==> src/rtl/mmio_btn_ctrl.sv <==
// -----------------------------------------------------------------------------
// mmio_btn_ctrl
//
// Debounced push-button controller on the CPU MMIO bus. Each of the N_CH raw
// pins is synchronised, debounced, and edge-detected. Press and release events
// latch into write-1-to-clear pending registers. A per-channel 16-bit
// saturating counter counts presses. A masked OR of the pending bits drives a
// registered level interrupt.
//
// Register window: 64 bytes at BASE_ADDR. The word index is mmio_addr[5:2].
//   0      STATUS      RO    stable (debounced) levels
//   1      PRESS_PEND  W1C   press events
//   2      REL_PEND    W1C   release events
//   3      IRQ_EN      RW    interrupt mask
//   8+i    CNT_i       R, any write clears; 16-bit saturating press count
//   other  reads 0, writes ignored, still complete
//
// Ports:
//   sys_clk          system clock
//   rst              asynchronous active-high reset
//   mmio_read        read request, held until mmio_done
//   mmio_write       write request, held until mmio_done (wins over read)
//   mmio_addr        byte address
//   mmio_write_data  write data
//   mmio_work        combinational address decode of the 64-byte window
//   mmio_done        one-cycle completion pulse
//   mmio_read_data   read data while mmio_done=1, otherwise 0
//   irq              registered level interrupt
//   button_pins      raw asynchronous pin levels
// -----------------------------------------------------------------------------
module mmio_btn_ctrl #(
    parameter int          N_CH       = 5,
    parameter int          DEB_CYCLES = 1000000,
    parameter logic [31:0] BASE_ADDR  = 32'hFFFF0140
) (
    input  logic            sys_clk,
    input  logic            rst,
    input  logic            mmio_read,
    input  logic            mmio_write,
    input  logic [31:0]     mmio_addr,
    input  logic [31:0]     mmio_write_data,
    output logic            mmio_work,
    output logic            mmio_done,
    output logic [31:0]     mmio_read_data,
    output logic            irq,
    input  logic [N_CH-1:0] button_pins
);

    localparam int DEB_W = $clog2(DEB_CYCLES);
    // Value the counter holds on the cycle where one more mismatch would make
    // it reach DEB_CYCLES-1. At that point, the level flips instead.
    localparam logic [DEB_W-1:0] DEB_LAST = DEB_W'(DEB_CYCLES - 2);

    logic [N_CH-1:0] sync1_q, sync2_q;
    logic [N_CH-1:0] stable_q, stable_d;
    logic [N_CH-1:0] flip;
    logic [N_CH-1:0] press_ev, rel_ev;
    logic [N_CH-1:0] press_pend_q, press_pend_d;
    logic [N_CH-1:0] rel_pend_q, rel_pend_d;
    logic [N_CH-1:0] irq_en_q, irq_en_d;
    logic [N_CH-1:0][15:0] cnt_all;

    logic        done_q, done_d;
    logic [31:0] rdata_q, rdata_d, rdata_c;
    logic        irq_q, irq_d;

    logic [3:0]  word;
    logic        accept, wr_acc;

    // Bits of the bus that the register map never looks at.
    logic unused_bits;
    assign unused_bits = ^{mmio_write_data[31:N_CH], mmio_addr[1:0]};

    // ------------------------------------------------------------------
    // Bus decode
    // ------------------------------------------------------------------
    assign mmio_work = (mmio_addr[31:6] == BASE_ADDR[31:6]);
    assign word      = mmio_addr[5:2];
    // After a completion, one dead cycle follows, so a held request is not
    // serviced twice in a row.
    assign accept    = mmio_work & (mmio_read | mmio_write) & ~done_q;
    assign wr_acc    = accept & mmio_write;

    // ------------------------------------------------------------------
    // Per-channel debounce and press counter
    // ------------------------------------------------------------------
    genvar gi;
    generate
        for (gi = 0; gi < N_CH; gi++) begin : g_ch
            logic [DEB_W-1:0] deb_q, deb_d;
            logic             flip_c;
            logic [15:0]      cnt_q, cnt_d;

            always_comb begin
                deb_d  = '0;
                flip_c = 1'b0;
                if (sync2_q[gi] != stable_q[gi]) begin
                    if (deb_q == DEB_LAST) begin
                        flip_c = 1'b1;
                    end else begin
                        deb_d = deb_q + 1'b1;
                    end
                end
            end

            // A clear and a press on the same edge give 1: clear first,
            // then count the press.
            always_comb begin
                cnt_d = cnt_q;
                if (wr_acc && (word == 4'(8 + gi))) begin
                    cnt_d = '0;
                end
                if (press_ev[gi] && (cnt_d != 16'hFFFF)) begin
                    cnt_d = cnt_d + 16'd1;
                end
            end

            always_ff @(posedge sys_clk or posedge rst) begin
                if (rst) begin
                    deb_q <= '0;
                    cnt_q <= '0;
                end else begin
                    deb_q <= deb_d;
                    cnt_q <= cnt_d;
                end
            end

            assign flip[gi]    = flip_c;
            assign cnt_all[gi] = cnt_q;
        end
    endgenerate

    assign press_ev = flip & ~stable_q;
    assign rel_ev   = flip & stable_q;
    assign stable_d = stable_q ^ flip;

    // ------------------------------------------------------------------
    // Control registers
    // ------------------------------------------------------------------
    always_comb begin
        press_pend_d = press_pend_q;
        rel_pend_d   = rel_pend_q;
        irq_en_d     = irq_en_q;
        if (wr_acc && (word == 4'd1)) begin
            press_pend_d = press_pend_q & ~mmio_write_data[N_CH-1:0];
        end
        if (wr_acc && (word == 4'd2)) begin
            rel_pend_d = rel_pend_q & ~mmio_write_data[N_CH-1:0];
        end
        if (wr_acc && (word == 4'd3)) begin
            irq_en_d = mmio_write_data[N_CH-1:0];
        end
        // A new event wins over a clear on the same edge.
        press_pend_d = press_pend_d | press_ev;
        rel_pend_d   = rel_pend_d | rel_ev;
    end

    // The read mux uses pre-edge state, so a read sees the values from
    // before any update made on the completing edge.
    always_comb begin
        rdata_c = '0;
        case (word)
            4'd0:    rdata_c[N_CH-1:0] = stable_q;
            4'd1:    rdata_c[N_CH-1:0] = press_pend_q;
            4'd2:    rdata_c[N_CH-1:0] = rel_pend_q;
            4'd3:    rdata_c[N_CH-1:0] = irq_en_q;
            default: begin
                for (int k = 0; k < N_CH; k++) begin
                    if (word == 4'(8 + k)) begin
                        rdata_c = {16'h0000, cnt_all[k]};
                    end
                end
            end
        endcase
    end

    always_comb begin
        done_d  = accept;
        rdata_d = (accept && !mmio_write) ? rdata_c : 32'h0;
        irq_d   = |((press_pend_q | rel_pend_q) & irq_en_q);
    end

    always_ff @(posedge sys_clk or posedge rst) begin
        if (rst) begin
            sync1_q      <= '0;
            sync2_q      <= '0;
            stable_q     <= '0;
            press_pend_q <= '0;
            rel_pend_q   <= '0;
            irq_en_q     <= '0;
            done_q       <= 1'b0;
            rdata_q      <= '0;
            irq_q        <= 1'b0;
        end else begin
            sync1_q      <= button_pins;
            sync2_q      <= sync1_q;
            stable_q     <= stable_d;
            press_pend_q <= press_pend_d;
            rel_pend_q   <= rel_pend_d;
            irq_en_q     <= irq_en_d;
            done_q       <= done_d;
            rdata_q      <= rdata_d;
            irq_q        <= irq_d;
        end
    end

    assign mmio_done      = done_q;
    assign mmio_read_data = rdata_q;
    assign irq            = irq_q;

endmodule

==> config.mk <==
export PLATFORM = sky130hd
export DESIGN_NAME = mmio_btn_ctrl
export DESIGN_NICKNAME = d
export VERILOG_FILES = /design/src/rtl/mmio_btn_ctrl.sv
export SDC_FILE = /design/constraint.sdc
export NUM_CORES = 1
export LEC_CHECK = 0
export ABC_AREA = 0
export CORE_ASPECT_RATIO = 0.7
export CORE_UTILIZATION = 59
export CTS_CLUSTER_SIZE = 24
export DETAILED_ROUTE_END_ITERATION = 8
export GPL_ROUTABILITY_DRIVEN = 0
export HOLD_SLACK_MARGIN = 0.12
export PLACE_DENSITY = 0.85
export REMOVE_ABC_BUFFERS = 1
export SYNTH_ARGS = -nofsm -noshare
export SYNTH_HDL_FRONTEND = slang
export SYNTH_SLANG_ARGS = --single-unit
==> constraint.sdc <==
create_clock -name sys_clk -period 9.92 [get_ports sys_clk]
set_input_delay 1.488 -clock sys_clk [delete_from_list [all_inputs] [get_ports sys_clk]]
set_output_delay 1.488 -clock sys_clk [all_outputs]
set_load 0.01 [all_outputs]
# After elaboration in Yosys (flattened, before gate mapping)
# Index checks and enable logic that the tools add are counted.
[totals] reg_bits=244 out_inout_bits=35
[op_classes] n_bitwise=16 add_sub_neg=10 mux=40 reduce_logical=18 eq_ne=24
[op_table] op="20-bit two-way mux" count=10
[op_table] op="16-bit two-way mux" count=11
[op_table] op="32-bit two-way mux" count=5
[op_table] op="20-bit by 1-bit adder with 20-bit output, second input constant" count=5
[op_table] op="20-bit equality test, second input constant" count=5
[op_table] op="16-bit by 1-bit adder with 16-bit output, second input constant" count=5
[op_table] op="16-bit inequality test, second input constant" count=5
[op_table] op="27-bit two-way mux" count=1
[op_table] op="26-bit equality test, second input constant" count=1
[op_table] op="5-bit AND" count=5
[op_table] op="4-bit equality test, second input constant" count=5
[op_table] op="5-bit one-hot mux with 4 select lines" count=1
[op_table] op="5-bit bitwise OR" count=3
[op_table] op="1-bit logical AND" count=14
[op_table] op="1-bit two-way mux" count=10
[op_table] op="5-bit two-way mux" count=2
[op_table] op="5-bit NOT" count=2
[op_table] op="4-bit by 2-bit equality test with 1-bit output, second input constant" count=2
[op_table] op="1-bit inequality test" count=5
[op_table] op="5-bit OR reduction" count=1
[op_table] op="5-bit XOR" count=1
[op_table] op="4-bit by 1-bit equality test with 1-bit output, second input constant" count=1
[op_table] op="4-bit zero test" count=1
[op_table] op="4-bit OR reduction" count=1
[op_table] op="other kinds (4)" count=6

# Longest topological paths before layout
# Gate-level depths: netlist (run 1).
[logic_depth] depth_word=9 ltp_mapped=13 ltp_nobuf=11

# Worst setup path after synthesis (run 1)
# Ideal clock, no wire load.
[synth_path] path_type="input to register" startpoint="input mmio_addr[11]" endpoint="register g_ch[1].cnt_q[10]" t_required_ns=9.799 setup_slack_ns=5.494 path_stages=11 path_buffers=1 setup_time_ns=0.121 arrival_time_ns=4.305 cell_sequence="or4b_1 -> nor4_1 -> nand3_1 -> and2_1 -> ha_1 -> and3_1 -> and4_1 -> clkbuf_1 -> a2111oi_0 -> xnor2_1 -> nor2_1"
[synth_via] elab_chain_cells=9 elab_cells_between_ends=10 cone_classes="1 x add/sub; 2 x eq/ne; 2 x mux; 3 x bitwise; 2 x reduce/logical"
[synth_rtl] item="from (decl)" line_no="40" rtl="input logic [31:0] mmio_addr,"
[synth_rtl] item="26-bit equality test *" line_no="77" rtl="assign mmio_work = (mmio_addr[31:6] == BASE_ADDR[31:6]);"
[synth_rtl] item="1-bit AND * (2 in series)" line_no="81" rtl="assign accept = mmio_work & (mmio_read | mmio_write) & ~done_q;"
[synth_rtl] item="1-bit AND *" line_no="82" rtl="assign wr_acc = accept & mmio_write;"
[synth_rtl] item="1-bit logical AND *" line_no="110" rtl="if (wr_acc && (word == 4'(8 + gi))) begin"
[synth_rtl] item="16-bit two-way mux *" line_no="110"
[synth_rtl] item="parallel branches: the longest is 2 deep, another holds 16-bit by 1-bit adder with 16-bit output"
[synth_rtl] item="16-bit two-way mux *" line_no="113" rtl="if (press_ev[gi] && (cnt_d != 16'hFFFF)) begin"
[synth_rtl] item="via g_ch[1].cnt_d[10]" line_no="92" rtl="logic [15:0] cnt_q, cnt_d;"
[synth_rtl] item="to (signal assigned)" line_no="124" rtl="cnt_q <= cnt_d;"
[synth_rtl] item="to (decl)" line_no="92"
# Mark *: on every way through the listed nets, which the timed path passes.
# A chain may end at the register's enable or synchronous reset.

# Worst setup path in the final report (run 1)
[layout_path] startpoint="input mmio_addr[11]" endpoint="output mmio_work"
[layout_via] elab_chain_cells=1
[layout_rtl] item="26-bit equality test" line_no="77"
[layout_rtl] item="to (decl)" line_no="42" rtl="output logic mmio_work,"
# Every way passes these cells.

==> results of run 1 <==
==> worst reg2reg max path, delay by kind of cell, from the launching register on <==
family          cells  cell delay (ns)
flops               1             0.44
compound gates      1             0.58
xor+xnor            1             0.18
simple gates        7             2.22
fa+ha+maj           1             0.23
==> registers in the layout (all words and copies together) (netlist names), named ones only <==
register / count
mmio_done: 1
irq_en_q: 5
irq: 1
sync1_q: 5
g_ch.deb_q: 100
g_ch.cnt_q: 80
sync2_q: 5
rel_pend_q: 5
mmio_read_data: 16
press_pend_q: 5
==> area by class of cell <==
| cell class | count | area (um^2) | area share |
|---|---|---|---|
| Sequential cell | 228 | 5710 | 0.402 |
| Multi-Input combinational cell | 1009 | 6640 | 0.468 |
| Clock buffer | 29 | 618 | 0.0436 |
| Tap cell | 276 | 345 | 0.0244 |
| Timing Repair Buffer | 73 | 696 | 0.0491 |
| Clock inverter | 7 | 62.6 | 0.00441 |
| Inverter | 28 | 113 | 0.00794 |
==> cell families (layout without fill, tap and decap cells) <==
kind of cell	Yosys count	after routing	share of synthesized area
simple gates	667	667	0.292
flops	228	228	0.449
compound gates	166	166	0.0846
xor+xnor	103	103	0.0710
buf+inv	94	137	0.0334
mux	42	42	0.0547
fa+ha+maj	15	15	0.0148
other cells	1	16	0.000295
==> power by group <==
group	internal (mW)	switching, mW
registers	0.937	0.00883
clock network	0.462	0.358
logic	0.0366	0.0578
==> routing by layer <==
metal,share of wire,vias to the layer above
li1,-,4912
met1,0.43,5222
met2,0.44,525
met3,0.10,72
met4,0.022,0
met5,0,-
==> synth_stat cells, types with 4 or more instances <==
master,number
sky130_fd_sc_hd__o31ai_1,23
sky130_fd_sc_hd__nor4bb_1,7
sky130_fd_sc_hd__buf_4,17
sky130_fd_sc_hd__nor4b_1,5
sky130_fd_sc_hd__mux2i_1,11
sky130_fd_sc_hd__ha_1,15
sky130_fd_sc_hd__and3_1,27
sky130_fd_sc_hd__a21oi_1,43
sky130_fd_sc_hd__nand2b_1,9
sky130_fd_sc_hd__and4_1,31
sky130_fd_sc_hd__nand2_1,98
sky130_fd_sc_hd__dfrtp_1,228
sky130_fd_sc_hd__nand3_1,74
sky130_fd_sc_hd__nor2b_1,15
sky130_fd_sc_hd__or3_1,15
sky130_fd_sc_hd__and4b_1,6
sky130_fd_sc_hd__mux4_2,21
sky130_fd_sc_hd__inv_1,28
sky130_fd_sc_hd__xnor2_1,59
sky130_fd_sc_hd__nor4_1,39
sky130_fd_sc_hd__or2_2,5
sky130_fd_sc_hd__nor3b_1,4
sky130_fd_sc_hd__nand4_1,60
sky130_fd_sc_hd__or4_1,28
sky130_fd_sc_hd__nand4b_1,6
sky130_fd_sc_hd__xor2_1,44
sky130_fd_sc_hd__and2_1,14
sky130_fd_sc_hd__mux2_2,10
sky130_fd_sc_hd__o211ai_1,19
sky130_fd_sc_hd__o21ai_0,38
sky130_fd_sc_hd__a211oi_1,6
sky130_fd_sc_hd__nor2_1,168
sky130_fd_sc_hd__nor3_1,28
sky130_fd_sc_hd__buf_2,5
sky130_fd_sc_hd__a22oi_1,12
sky130_fd_sc_hd__clkbuf_1,40
==> worst min path at each step <==
stage,from,endpoint,slack (ns),depth (start not counted)
3_3_place_gp,sync1_q[1],sync2_q[1],0.34,0
3_5_place_dp,sync1_q[1],sync2_q[1],0.34,0
2_1_floorplan,sync1_q[0],sync2_q[0],0.33,0
4_1_cts,sync1_q[1],sync2_q[1],0.35,0
6_report,sync1_q[1],sync2_q[1],0.35,0
5_1_grt,sync1_q[1],sync2_q[1],0.35,0
==> impl_summary.md, run 1 <==
Timing
For the pin with the worst max-slew slack, the measured transition is 1.23 ns. For the finished layout, the period the worst path requires is ~5.5 ns. The worst clock skew is approximately 0.022 ns. Setup repair after global routing left no endpoint under its margin. In the finished design, the share of the clock period the worst path needs comes to 0.553.

Setup violations remaining at the end of the flow were counted as 0. The highest achievable clock rate is between 150 and 200 MHz. The tightest slew margin relative to the limit is 0.171. Setup slack closes at 4.43 ns. In the final timing run, aggregate negative setup slack is 0 ns.

The tightest hold path in the finished design has a slack of around 0.35 ns. The number of endpoints with negative hold slack in the final report is 0. The number of pins exceeding their max-slew limit in the final report is 0.

Synthesis
The mean post-synth cell area is 9.66 um^2. Yosys printed 0 warnings. Of the synthesized area, sequential elements account for 0.449. The synthesized design contains between 200 and 250 register bits.

The share of flip-flops with an asynchronous set or reset is 1.00. The distinct cell type count after synthesis is 71. The gate count of the mapped netlist is between 1000 and 1500. The number of flops mapped to enable cells by yosys is 0.

The synthesized netlist occupies a cell area of around 13000 um^2. Of all cell types, the one taking the most synthesized area is sky130_fd_sc_hd__dfrtp_1. Sorting the synthesized cells by area gives the leading types as sky130_fd_sc_hd__dfrtp_1 (45%), sky130_fd_sc_hd__nor2_1 (5.0%), sky130_fd_sc_hd__xnor2_1 (4.1%). In the synthesized netlist the dominant register cell turns out to be sky130_fd_sc_hd__dfrtp_1. The share of the synthesized area in the top cell type is 0.449.

Layout
In the final layout, the share of cells above drive strength 1 is 0.0713. The library cell used most frequently in the layout, excluding fill and tap cells, is sky130_fd_sc_hd__dfrtp_1. The post-synthesis to final-layout area growth is 11.6%. With fillers left out, the area of the finished cells amounts to 14200 um^2. In the layout the commonest cells are sky130_fd_sc_hd__dfrtp_1 (228), sky130_fd_sc_hd__nor2_1 (168), sky130_fd_sc_hd__nand2_1 (98), sky130_fd_sc_hd__nand3_1 (74), sky130_fd_sc_hd__clkdlybuf4s50_1 (61). In the final design database the tool counted about 1500 nets.

The final instance count without filler cells is roughly 1700. Measured on the finished design, the core utilization comes to 0.678. 0 antenna diodes ended up in the layout. Fill cells in the final layout number ~1600.

Drt
The residual DRC count is 0. Once detail routing completed, the nets flagged for antenna violations numbered 0. The number of optimization iterations in the first detailed-route pass is 8. In the final routed layout, each cell accounts on average for about 19 um. The detailed router finished its first iteration with about 1200 violations.

The detailed router placed between 10000 and 15000 vias in this run. The post-detailed-route via-to-cell ratio is 6.50. The total detailed-routing wirelength is about 31 mm.

Global routing
The global-route layer with the greatest usage is met2. The number of antenna violations at the first check in global routing is 0. The via count of the first global-routing pass is 10000. In the global route stage, met3 resource usage came out at 0.0662. The global routing met1 resource utilization is 0.416. The met2 capacity usage during global routing is 0.429. The wire length of the first global-routing pass is ~51 mm.

Summed over all layers, the global routing overflow is 0. In the global route stage, overall resource usage came out at 0.286. Entering global routing, the biggest net connects around 150 pins.

Worst setup path
The biggest cell delay along the critical path is around 0.73 ns. Of all nets on the critical path, the largest fanout is 13. Together, buffers and inverters on the worst path number 3. The capturing instance or port of the critical path is mmio_work. The worst register-to-register path begins at mmio_done. Traced cell by cell, the critical path runs through clkdlybuf4s50_1 -> or4b_1 -> nor3_2 -> nand2_1 -> inv_1 -> clkdlybuf4s50_1. The data arrival at the endpoint of the critical path is 4.00 ns. Among cell families on the critical path, the largest total delay comes from simple AND/OR/NAND/NOR gates. The instance count on the critical path is 6.

Counting stages on the worst path, the most repeated cell is sky130_fd_sc_hd__clkdlybuf4s50_1. The type of element launching the critical path is an input pin. The worst register-to-register path has a depth of 10. Among all stages on the critical path, the largest delay is contributed by sky130_fd_sc_hd__nor3_2. The endpoint identified for the worst register-to-register timing path is g_ch[1].cnt_q[10]. The setup check on the worst reg-to-reg path leaves a slack of about 6.1 ns. For the worst setup path, the data required time is 8.43 ns. The category of the worst setup path capture point is an output port. The type of the worst setup path is in2out. The launching element of the worst setup path is mmio_addr[11].

Clock tree
The total number of H-tree levels is 1. In this run the post-CTS setup repair buffer count came out at 0. The post-CTS clock slew at the launch and capture registers of the worst setup and hold paths is about 0.060 ns.

The cell at the root of the clock tree is sky130_fd_sc_hd__clkbuf_16. The clock buffer count from CTS is 23. The sink count of the clock tree is around 230. No sink is reached through more buffers than the 3 on the longest clock path.

In this run, post-CTS repair resized a total of 0 instances. The number of buffers inserted for hold repair after clock tree synthesis is 0. The latest clock arrival within the worst-skew pair is ~0.52 ns.

TritonCTS built the clock tree.

Pwr
The worst-case IR drop observed on VDD is 0.110 mV. The total power density per cell area is roughly 130 nW/um^2. The static leakage power is ~5.5 nW.

Summing internal, switching and leakage power gives 1.86 mW.

Worst hold path
The type of the worst min-delay path is reg2reg.

Place
Including well taps, the total number of placed cells is approximately 1600. The setup slack at placement is between 4 and 5 ns. After detailed placement, the total cell area comes to 13500 um^2.

The count of input and output buffers is between 60 and 70. Detailed placement ended at an HPWL of 21.5 mm.

Flow run
The max-capacitance violation count is 0.

Floorplan
The effective utilization at floorplan is 0.607. The total core area is about 21000 um^2. The floorplan die area is around 22000 um^2. The I/O pin count is 108. The die is ~180 um wide.

In this run the core area contains 44 standard-cell rows. From bottom edge to top edge, the die measures between 100 and 150 um.

Run status
The flow ran to the end, and the final reports show no timing, DRC or antenna violations.
(Power assumes the default switching activity.)
==> inputs of run 2 (changes only) <==
--- a/config.mk
+++ b/config.mk
@@ -7,12 +7,12 @@
 export LEC_CHECK = 0
 export ABC_AREA = 0
 export CORE_ASPECT_RATIO = 0.7
-export CORE_UTILIZATION = 59
+export CORE_UTILIZATION = 53
 export CTS_CLUSTER_SIZE = 24
 export DETAILED_ROUTE_END_ITERATION = 8
 export GPL_ROUTABILITY_DRIVEN = 0
 export HOLD_SLACK_MARGIN = 0.12
-export PLACE_DENSITY = 0.85
+export PLACE_DENSITY = 0.81
 export REMOVE_ABC_BUFFERS = 1
 export SYNTH_ARGS = -nofsm -noshare
 export SYNTH_HDL_FRONTEND = slang
==> constraint.sdc (replaced) <==
create_clock -name sys_clk -period 4.7 [get_ports sys_clk]
set_input_delay 0.705 -clock sys_clk [delete_from_list [all_inputs] [get_ports sys_clk]]
set_output_delay 0.705 -clock sys_clk [all_outputs]
set_load 0.01 [all_outputs]
==> impl_summary.md, run 2 (synthesis results as in run 1) <==
Worst hold path
The type of the worst min-delay path is reg2reg.

Clock tree
The clock buffer count from CTS is 23. The sink count of the clock tree is roughly 230. The clock tree buffer depth is 3. Once the clock tree was built, the resizer swapped 0 gates to a different size.

CTS built an H-tree with a depth of 1. Hold repair after CTS inserted 0 buffers. The number of buffers inserted by post-CTS setup repair is 0. CTS placed an instance of sky130_fd_sc_hd__clkbuf_16 at the clock tree root. The post-CTS clock slew at the launch and capture registers of the worst setup and hold paths is ~0.060 ns.

TritonCTS built the clock tree. Clock latency on the worst-skew pair, taken at its later pin, is around 0.52 ns.

Drt
After detailed routing, the number of vias per cell comes to about 6.3. In this run, the number of DRC markers left after iteration 0 of detailed routing was between 1000 and 1500. The residual DRC count is 0. For this run, the detailed router's first-pass iteration total came to 6. The count of nets left with antenna violations once routing finished came out at 0. The routed wire length on met3 is around 3.4 mm. The routed design has 31.6 mm of wire. After detailed routing, the average wire length per cell comes to approximately 19 um. The wire length the detailed router placed on met1 is between 10 and 15 mm.

Routed signal wires occupy layers up through met4. The total length of routed met2 wires is approximately 14 mm. Detailed routing inserted a total of 10700 vias.

Timing
The number of endpoints with negative hold slack in the final report is 0. On the final layout, the worst clock skew is ~0.017 ns. The transition time at the pin with the least slew margin is 1.17 ns.

The number of pins exceeding their max-slew limit in the final report is 0. Setup violations remaining at the end of the flow were counted as 0. The highest achievable clock rate is 250 MHz.

The tightest slew margin relative to the limit is 0.213. The clock period could shrink to approximately 4 ns. In the finished design, the share of the clock period the worst path needs comes to 0.851. Setup repair after global routing left no endpoint under its margin.

Worst setup path
The startpoint identified for the worst register-to-register timing path is mmio_done. STA classifies the critical path startpoint as an input pin. The type of the worst setup path is in2reg. The capturing instance or port of the critical path is g_ch[1].cnt_q[10]. At the worst endpoint, the required time is 5.11 ns. The destination of the worst register-to-register timing path is g_ch[1].cnt_q[10]. The worst register-to-register path has a depth of 10. The data arrival at the endpoint of the critical path is about 4.4 ns. Setup slack on the worst reg-to-reg path comes out at about 1.1 ns. The launching element of the worst setup path is mmio_addr[7].

In this run the worst path has a maximum fanout of 8. The category of the worst setup path capture point is a register.

Floorplan
The effective utilization at floorplan is 0.551. Row generation in the floorplan step produced 46 rows. The chip width is between 150 and 200 um.

The die covers roughly 25000 um^2. The I/O pin count is 108. The die is 132 um tall. The total core area is approximately 23000 um^2.

Place
The count of input and output buffers is 62. The detailed placement HPWL is around 22 mm. Counting tap cells, the placed design contains a total of about 1700 instances.

Run status
The flow ran to the end, and the final reports show no timing, DRC or antenna violations.

Global routing
Global routing finished with a remaining overflow of 0. The via count of the first global-routing pass is around 10000. Entering global routing, the biggest net connects about 140 pins.

The number of antenna violations at the first check in global routing is 0. The combined global-route utilization of all metal layers is 0.257. The first global-routing pass estimated ~51 mm of wire.

Pwr
Of the total power, combinational logic draws 0.052. Summed over all cells, the static leakage comes to 5.61 nW. For this design the ratio of total power to cell area is around 270 nW/um^2. The analysis attributes to net switching a power of around 910 uW. The internal portion of the total power is a little over 3 mW. The completed layout was analyzed and its total power is 3.94 mW. Of the total power, the clock network draws 0.442. The peak supply drop is 0.267 mV.

Of the total power, registers draw 0.506. Of the total power, the share spent switching nets is 0.231.

Layout
The library cell used most frequently in the layout, excluding fill and tap cells, is sky130_fd_sc_hd__dfrtp_1. The final layout contains about 1500 nets. The sequential cell area in the final layout is 5710 um^2. After filler insertion, the fill cell instance count of the layout stands at 1845.

Leaving out filler cells and counting taps, the final layout contains between 1500 and 2000. The number of antenna diodes in the final layout is 0. The share of final-layout standard cells stronger than drive strength 1 is 0.0814. The largest register by flop count is g_ch.deb_q.

In the final layout, the multi-input gates occupy about 6600 um^2. Measured on the finished design, the core utilization comes to 0.622. Relative to the synthesized area, the layout overhead comes to 12.9%. The number of flip-flops in the largest register is 100. In the layout the commonest cells are sky130_fd_sc_hd__dfrtp_1 (228), sky130_fd_sc_hd__nor2_1 (168), sky130_fd_sc_hd__nand2_1 (98), sky130_fd_sc_hd__nand3_1 (74), sky130_fd_sc_hd__clkdlybuf4s50_1 (61).

Flow run
The max-capacitance violation count is 0.
-- run 2: changes by cell type in the layout (fill, tap and decap cells not counted), sizes merged --
cell	before	now
buf	12	24
inv	28	29
clkinvlp	1	0
bufinv	1	0
clkbuf	29	32
clkinv	5	6
-- run 2: layout make-up --
type / instances / area share
Inverter: 28 / 0.00785
Clock buffer: 32 / 0.0460
Sequential cell: 228 / 0.398
Tap cell: 312 / 0.0272
Multi-Input combinational cell: 1009 / 0.463
Clock inverter: 7 / 0.00270
Timing Repair Buffer: 85 / 0.0558
-- run 2: power groups by stage --
stage          clock network (mW)  logic [mW]  registers [mW]
2_1_floorplan                   0       0.107            2.03
3_3_place_gp                    0       0.201            2.03
3_5_place_dp                    0       0.205            2.03
4_1_cts                      1.77       0.207            2.00
5_1_grt                      1.85       0.228            2.00
6_report                     1.74       0.205            2.00
-- run 2: how the worst min path moves through the flow --
stage / start / end / slack, ns / cells after the start
CTS: sync1_q[3] / sync2_q[3] / 0.35 / 0
detailed placement: sync1_q[3] / sync2_q[3] / 0.34 / 0
global route: sync1_q[1] / sync2_q[1] / 0.35 / 0
finish: sync1_q[3] / sync2_q[3] / 0.35 / 0
global placement: sync1_q[0] / sync2_q[0] / 0.33 / 0
floorplan: sync1_q[0] / sync2_q[0] / 0.33 / 0
-- run 2: metrics by stage --
stage | hold slack [ns] | setup TNS [ns] | instance area (um^2) | setup WS (ns)
6_report | 0.348 | 0 | 14300 | 0.701
5_1_grt | 0.353 | 0 | 14300 | 0.570
4_1_cts | 0.350 | 0 | 14300 | 0.830
3_5_place_dp | 0.336 | 0 | 13600 | 0.295
3_3_place_gp | 0.334 | 0 | 13600 | 0.349
2_1_floorplan | 0.331 | -513.66 | 12400 | -2.25
-- run 2: layer usage --
metal  track usage  up-vias
met1         0.381     5215
li1              -     4959
met3        0.0585       50
met4        0.0642        0
met5             0        -
met2         0.379      519
-- run 2: critical path: stages --
cell and delay (ns):
sky130_fd_sc_hd__clkdlybuf4s50_1 0.41, sky130_fd_sc_hd__or4b_1 0.57, sky130_fd_sc_hd__nor4_1 0.52, sky130_fd_sc_hd__nand3_1 0.35, sky130_fd_sc_hd__and2_1 0.27, sky130_fd_sc_hd__ha_1 0.23
sky130_fd_sc_hd__and3_1 0.21, sky130_fd_sc_hd__and4_1 0.29, sky130_fd_sc_hd__a2111oi_0 0.62, sky130_fd_sc_hd__xnor2_1 0.19, sky130_fd_sc_hd__nor2_1 0.05
